File: src/rtl/acia_host_ctrl_if.sv
// acia_host_ctrl_if: requester streams, rx output stream and 6850 register bus of the ACIA host controller
interface acia_host_ctrl_if;
  logic [7:0] tx0_data;
  logic       tx0_valid;
  logic       tx0_ready;
  logic [7:0] tx1_data;
  logic       tx1_valid;
  logic       tx1_ready;
  logic [7:0] rx_data;
  logic       rx_valid;
  logic [1:0] rx_err;
  logic       acia_E;
  logic       acia_sel;
  logic       acia_rs;
  logic       acia_rw;
  logic [7:0] acia_din;
  logic [7:0] acia_dout;
  logic       acia_irq;
  logic       busy;
  modport master (
    input  tx0_data, tx0_valid, tx1_data, tx1_valid, acia_dout, acia_irq,
    output tx0_ready, tx1_ready, rx_data, rx_valid, rx_err,
           acia_E, acia_sel, acia_rs, acia_rw, acia_din, busy
  );
  modport slave (
    output tx0_data, tx0_valid, tx1_data, tx1_valid, acia_dout, acia_irq,
    input  tx0_ready, tx1_ready, rx_data, rx_valid, rx_err,
           acia_E, acia_sel, acia_rs, acia_rw, acia_din, busy
  );
endinterface

File: src/rtl/acia_host_ctrl.sv
// acia_host_ctrl: 6850 ACIA sequencer/arbiter -- init, status polling, round-robin tx, rx drain.
// Define ACIA_HOST_CTRL_IRQ_EN to let a synchronized acia_irq cut the poll gap short.
module acia_host_ctrl #(
  parameter logic [7:0] CR_VALUE = 8'h95,
  parameter logic [7:0] POLL_GAP = 8'd32
) (
  input logic              clk,
  input logic              reset_n,
  acia_host_ctrl_if.master bus
);
  typedef enum logic [2:0] {RST_W, CFG_W, GAP, POLL, RX_R, TX_W} state_t;
  state_t     r_st, w_nst, w_gap_st;
  logic [1:0] r_ph, w_nph;
  logic [7:0] r_cnt;
  logic [1:0] r_err;
  logic       r_last, r_early;
  logic       w_end, w_tmr, w_irq, w_tx_ok, w_win, w_grant, w_rxd;
`ifdef ACIA_HOST_CTRL_IRQ_EN
  logic [1:0] r_irq_s;
  always_ff @(posedge clk or negedge reset_n)
    if (!reset_n) r_irq_s <= 2'b00;
    else r_irq_s <= {r_irq_s[0], bus.acia_irq};
  assign w_irq = r_irq_s[1];
`else
  assign w_irq = 1'b0;
`endif
  // r_ph: 0 = bus idle, 1/2/3 = A/S/H of the current bus cycle
  always_comb begin
    w_end    = r_ph == 2'd3;
    w_tmr    = r_cnt >= POLL_GAP;
    w_gap_st = (POLL_GAP == 8'd0) ? POLL : GAP;
    w_tx_ok  = bus.acia_dout[1] && (bus.tx0_valid || bus.tx1_valid) && !r_early;
    w_win    = (bus.tx0_valid && bus.tx1_valid) ? !r_last : bus.tx1_valid;
    w_nst    = r_st;
    case (r_st)
      RST_W:       if (w_end) w_nst = CFG_W;
      CFG_W, TX_W: if (w_end) w_nst = w_gap_st;
      GAP:         if (w_tmr || w_irq) w_nst = POLL;
      POLL:        if (w_end) w_nst = bus.acia_dout[0] ? RX_R : w_tx_ok ? TX_W : w_gap_st;
      RX_R:        if (w_end) w_nst = POLL;
      default:     w_nst = RST_W;
    endcase
    w_nph   = (w_nst == GAP) ? 2'd0 : (w_end || r_ph == 2'd0) ? 2'd1 : r_ph + 2'd1;
    w_grant = r_st == POLL && w_nst == TX_W;
    w_rxd   = r_st == RX_R && w_end;
  end
  always_ff @(posedge clk or negedge reset_n) begin
    if (!reset_n) begin
      r_st          <= RST_W;
      r_ph          <= 2'd0;
      r_cnt         <= 8'd1;
      r_err         <= 2'b00;
      r_last        <= 1'b1;
      r_early       <= 1'b0;
      bus.acia_E    <= 1'b0;
      bus.acia_sel  <= 1'b0;
      bus.acia_rs   <= 1'b0;
      bus.acia_rw   <= 1'b1;
      bus.acia_din  <= 8'h00;
      bus.tx0_ready <= 1'b0;
      bus.tx1_ready <= 1'b0;
      bus.rx_valid  <= 1'b0;
      bus.rx_data   <= 8'h00;
      bus.rx_err    <= 2'b00;
      bus.busy      <= 1'b1;
    end else begin
      r_st          <= w_nst;
      r_ph          <= w_nph;
      r_cnt         <= (r_st == GAP) ? r_cnt + 8'd1 : 8'd1;
      r_err         <= (r_st == POLL && w_end) ? {bus.acia_dout[5], bus.acia_dout[4]} : r_err;
      r_last        <= w_grant ? w_win : r_last;
      // an irq-triggered poll only drains rx; tx stays on the timer cadence
      r_early       <= (r_st == GAP && w_nst == POLL) ? !w_tmr : (r_st == POLL && w_end) ? 1'b0 : r_early;
      bus.acia_sel  <= w_nph != 2'd0;
      bus.acia_E    <= w_nph[1];
      bus.acia_rs   <= w_nst == RX_R || w_nst == TX_W;
      bus.acia_rw   <= !(w_nst == RST_W || w_nst == CFG_W || w_nst == TX_W);
      bus.acia_din  <= (w_nst == RST_W) ? 8'h03 : (w_nst == CFG_W) ? CR_VALUE :
                       w_grant ? (w_win ? bus.tx1_data : bus.tx0_data) : bus.acia_din;
      bus.tx0_ready <= w_grant && !w_win;
      bus.tx1_ready <= w_grant && w_win;
      bus.rx_valid  <= w_rxd;
      bus.rx_data   <= w_rxd ? bus.acia_dout : bus.rx_data;
      bus.rx_err    <= w_rxd ? r_err : bus.rx_err;
      bus.busy      <= w_nst != GAP;
    end
  end
endmodule

File: src/flat_wrapper.sv
// flat-port wrapper written by rule: the top's interface ports become plain ports
module acia_host_ctrl_flat 
#(
  parameter logic [7:0] CR_VALUE = 8'h95,
  parameter logic [7:0] POLL_GAP = 8'd32
)
  (clk, reset_n, bus_tx0_data, bus_tx0_valid, bus_tx1_data, bus_tx1_valid, bus_acia_dout, bus_acia_irq, bus_tx0_ready, bus_tx1_ready, bus_rx_data, bus_rx_valid, bus_rx_err, bus_acia_E, bus_acia_sel, bus_acia_rs, bus_acia_rw, bus_acia_din, bus_busy);
  acia_host_ctrl_if bus_i ();
  input logic clk;
  input logic reset_n;
  input wire logic [$bits(bus_i.tx0_data)-1:0] bus_tx0_data;
  input wire logic [$bits(bus_i.tx0_valid)-1:0] bus_tx0_valid;
  input wire logic [$bits(bus_i.tx1_data)-1:0] bus_tx1_data;
  input wire logic [$bits(bus_i.tx1_valid)-1:0] bus_tx1_valid;
  input wire logic [$bits(bus_i.acia_dout)-1:0] bus_acia_dout;
  input wire logic [$bits(bus_i.acia_irq)-1:0] bus_acia_irq;
  output wire logic [$bits(bus_i.tx0_ready)-1:0] bus_tx0_ready;
  output wire logic [$bits(bus_i.tx1_ready)-1:0] bus_tx1_ready;
  output wire logic [$bits(bus_i.rx_data)-1:0] bus_rx_data;
  output wire logic [$bits(bus_i.rx_valid)-1:0] bus_rx_valid;
  output wire logic [$bits(bus_i.rx_err)-1:0] bus_rx_err;
  output wire logic [$bits(bus_i.acia_E)-1:0] bus_acia_E;
  output wire logic [$bits(bus_i.acia_sel)-1:0] bus_acia_sel;
  output wire logic [$bits(bus_i.acia_rs)-1:0] bus_acia_rs;
  output wire logic [$bits(bus_i.acia_rw)-1:0] bus_acia_rw;
  output wire logic [$bits(bus_i.acia_din)-1:0] bus_acia_din;
  output wire logic [$bits(bus_i.busy)-1:0] bus_busy;
  assign bus_i.tx0_data = bus_tx0_data;
  assign bus_i.tx0_valid = bus_tx0_valid;
  assign bus_i.tx1_data = bus_tx1_data;
  assign bus_i.tx1_valid = bus_tx1_valid;
  assign bus_i.acia_dout = bus_acia_dout;
  assign bus_i.acia_irq = bus_acia_irq;
  assign bus_tx0_ready = bus_i.tx0_ready;
  assign bus_tx1_ready = bus_i.tx1_ready;
  assign bus_rx_data = bus_i.rx_data;
  assign bus_rx_valid = bus_i.rx_valid;
  assign bus_rx_err = bus_i.rx_err;
  assign bus_acia_E = bus_i.acia_E;
  assign bus_acia_sel = bus_i.acia_sel;
  assign bus_acia_rs = bus_i.acia_rs;
  assign bus_acia_rw = bus_i.acia_rw;
  assign bus_acia_din = bus_i.acia_din;
  assign bus_busy = bus_i.busy;
  acia_host_ctrl #(.CR_VALUE(CR_VALUE), .POLL_GAP(POLL_GAP)) u_core (.clk(clk), .reset_n(reset_n), .bus(bus_i));
endmodule
File: config.mk
export PLATFORM = sky130hd
export DESIGN_NAME = acia_host_ctrl_flat
export DESIGN_NICKNAME = d
export VERILOG_FILES = /design/src/rtl/acia_host_ctrl_if.sv /design/src/rtl/acia_host_ctrl.sv /design/src/flat_wrapper.sv
export SDC_FILE = /design/constraint.sdc
export NUM_CORES = 1
export LEC_CHECK = 0
export BUFFER_PORTS_ARGS = -buffer_cell sky130_fd_sc_hd__buf_2
export CAP_MARGIN = 20
export CORE_ASPECT_RATIO = 0.9
export CORE_MARGIN = 2
export CORE_UTILIZATION = 30
export DETAILED_ROUTE_END_ITERATION = 8
export PLACE_DENSITY_LB_ADDON = 0.25
export SETUP_SLACK_MARGIN = 0.4
export SLEW_MARGIN = 20
export SYNTH_ARGS = -nofsm -noshare
export SYNTH_HDL_FRONTEND = slang
export SYNTH_SLANG_ARGS = --single-unit
File: constraint.sdc
create_clock -name clk -period 2.5 [get_ports clk]
set_clock_uncertainty 0.1 [all_clocks]
set_input_delay 0.75 -clock clk [delete_from_list [all_inputs] [get_ports clk]]
set_output_delay 0.75 -clock clk [all_outputs]
set_load 0.1 [all_outputs]
==> flow_metrics.tcl <==
set metrics [dict create \
    syn_area_per_cell_um2 11.5 \
    crit_chain "buf_2" \
    setup_tns_ps 0 \
    top_level_ports 55 \
    synth_top_flop_cell "dfrtp_1" \
    endpoint_kind "output pin" \
    start_util_pct 31.5 \
    synthArstFlopShare_pct 100 \
    syn_nets 204 \
    detail-route-antenna-nets 0 \
    clockBufferDepth 2 \
    diodes 0 \
    wl_met3_um 248 \
    synth_top_cell_area_share_pct 48.5 \
    fin_nets 262 \
    top_layer_used "met4" \
    wire_per_inst_um 12.6 \
    run_status "complete, no violations" \
    r2r_slack_ps 540 \
    fp.coreArea_mm2 0.00622 \
    rows 27 \
    grt_pass1_wl_um 6780 \
    numCtsBuffers 5 \
    cpPeakStageDelay_ps 440 \
    grt_overflow 0 \
    worstPathArrival_ps 1150 \
    synth_edf_count 0 \
    track_usage_pct 12.3 \
    worst_slew_pin_slew_ps 616 \
    drt-total-wl_um 3990 \
    post-route-drc-count 0 \
    synth_commonest_cells "dfrtp_1, nor2_1, mux2_2" \
    num_vias 1450 \
    cp-startpoint "u_core.bus.acia_E" \
    dieWidth_um 89.2 \
    nFillCells 648 \
    cts_root_buf "clkbuf_8" \
    wl_met1_um 2060 \
    die_y_um 80.7 \
    rr_worst_depth 4 \
    drt-pass1-iter-count 4 \
    dp_hpwl_um 2940 \
    drive_above_1_share_pct 40.4 \
    post_cts_buffers 0 \
    antenna_found_initial 0 \
    wl_met2_um 1670 \
    setup.worst_path.start_class "register" \
    worstPathMaxFanout 3 \
    cp_top_family "flip-flops" \
    worst_hold_path_type "primary input to asynchronous set/reset pin" \
    dieArea_mm2 0.00720 \
    slew_headroom_pct 58.7 \
    drtIter0Drc 94 \
    critPathKind "register to output pin" \
    cts.sinks 42 \
    max_clock_freq_mhz 500 \
    worstSkewPairLatency_ps 290 \
    area.growth.synth_to_final_pct 27.1 \
    gp_congestion 0.752 \
    cts_resized 0 \
    finalCriticalPeriod_ps 2000 \
    hold_violations 0 \
    required_ps 1650 \
    r2r-start "u_core.r_st[2]" \
    synth_area_mm2 0.00196 \
    cts_htree_levels 2 \
    slew_violations 0 \
    path_clk_slew_ps 80 \
    setup_violations 0 \
    rsz0062_at_grt "no" \
    fin_crit_sh_pct 80.1 \
    postSynthCellCount 171 \
    yosysSeqAreaShare_pct 53.9 \
    synth_top_area_cell "dfrtp_1" \
    reg2reg_to "u_core.bus.acia_din[7]" \
    maxCapViolations 0 \
    grt_pass1_vias 1385 \
    path_buf_inv 1 \
    cts_tree "done" \
    yosysMostFrequentCell "dfrtp_1" \
    synth-seq-cells 42 \
    cts.hold.buffers_added 0 \
    synthTopCellsByArea "dfrtp_1, mux2_2, dfstp_2" \
    path_depth 1 \
    grt_start_max_net_pins 25 \
    crit_slowest_cell "dfrtp_4" \
    vias_per_cell 4.57 \
    synth-warning-count 0 \
    netlist-cell-type-count 42 \
    portBuffers 53 \
]
-- cell type report --
class | instances | area [um^2] | share of cell area (%)
tap | 87 | 109 | 4.37
clock buffer | 7 | 86.3 | 3.47
inverter | 8 | 30.0 | 1.21
multi-input combinational | 115 | 862 | 34.6
timing repair buffer | 57 | 313 | 12.6
sequential | 42 | 1060 | 42.6
clock inverter | 1 | 30.0 | 1.21
-- state kept, by name, indices dropped and copies added (netlist names) --
register and cells:
u_core.bus.acia_E 1, u_core.bus.acia_din 8, u_core.bus.acia_rs 1, u_core.bus.acia_rw 1, u_core.bus.acia_sel 1, u_core.bus.busy 1
u_core.bus.rx_data 8, u_core.bus.rx_err 2, u_core.bus.rx_valid 1, u_core.bus.tx0_ready 1, u_core.bus.tx1_ready 1, u_core.r_cnt 8
u_core.r_early 1, u_core.r_err 2, u_core.r_last 1, u_core.r_ph 1, u_core.r_st 3
-- worst max path at each step --
| stage | endpoint | slack, ps |
|---|---|---|
| after floorplan | u_core.bus.acia_din[4] | 430 |
| after global placement | u_core.bus.acia_din[4] | 230 |
| after detailed placement | u_core.bus.acia_din[7] | 210 |
| after CTS | bus_acia_rw | 400 |
| after global routing | u_core.bus.acia_din[1] | 420 |
| final | bus_acia_E | 500 |
-- layer usage --
metal / up-vias / track usage, %
li1: 729 / -
met2: 32 / 17.9
met4: 0 / 3.58
met3: 2 / 4.01
met1: 687 / 17.4
met5: - / 0
-- cell usage in the layout (no fill, tap or decap), types with 3 or more instances in the layout --
| cell | n |
|---|---|
| a211oi_1 | 5 |
| a21o_1 | 3 |
| a21oi_1 | 10 |
| a32oi_1 | 3 |
| and2_1 | 6 |
| and3_1 | 3 |
| buf_2 | 51 |
| buf_4 | 3 |
| clkbuf_8 | 6 |
| dfrtp_1 | 36 |
| dfstp_2 | 4 |
| ha_1 | 3 |
| inv_1 | 7 |
| mux2_2 | 12 |
| mux2i_1 | 4 |
| nand2_1 | 9 |
| nand3_1 | 3 |
| nor2_1 | 13 |
| nor3_1 | 3 |
| o21ai_0 | 4 |
| o2bb2ai_1 | 3 |
| or3_1 | 3 |
| xor2_1 | 4 |
-- logic make-up (layout without fill, tap and decap cells) --
logic type / Yosys count / after routing / share of synthesized area (%)
flip-flops: 42 / 42 / 53.9
AND/OR/NAND/NOR: 48 / 48 / 12.8
buffers and inverters: 14 / 73 / 3.25
XOR/XNOR: 6 / 6 / 2.68
adder cells (fa/ha/maj): 4 / 4 / 2.55
multiplexers: 16 / 16 / 8.93
AO/OA/AOI/OAI: 41 / 41 / 15.9
-- through the flow --
stage               hold WS (ps)  std cells  utilization, %  worst slack (ps)  instance area, um^2
floorplan                    354        171               -               432                 1980
global placement             370        309            38.0               225                 2360
detailed placement           373        309            38.0               214                 2360
CTS                          319        317            39.9               404                 2480
global route                 332        317            40.1               418                 2490
finish                       311        317            40.1               498                 2490
Power is left out: the tool's default activity adds up to more than one toggle a clock period on the data nets, which glitch-free logic cannot reach.
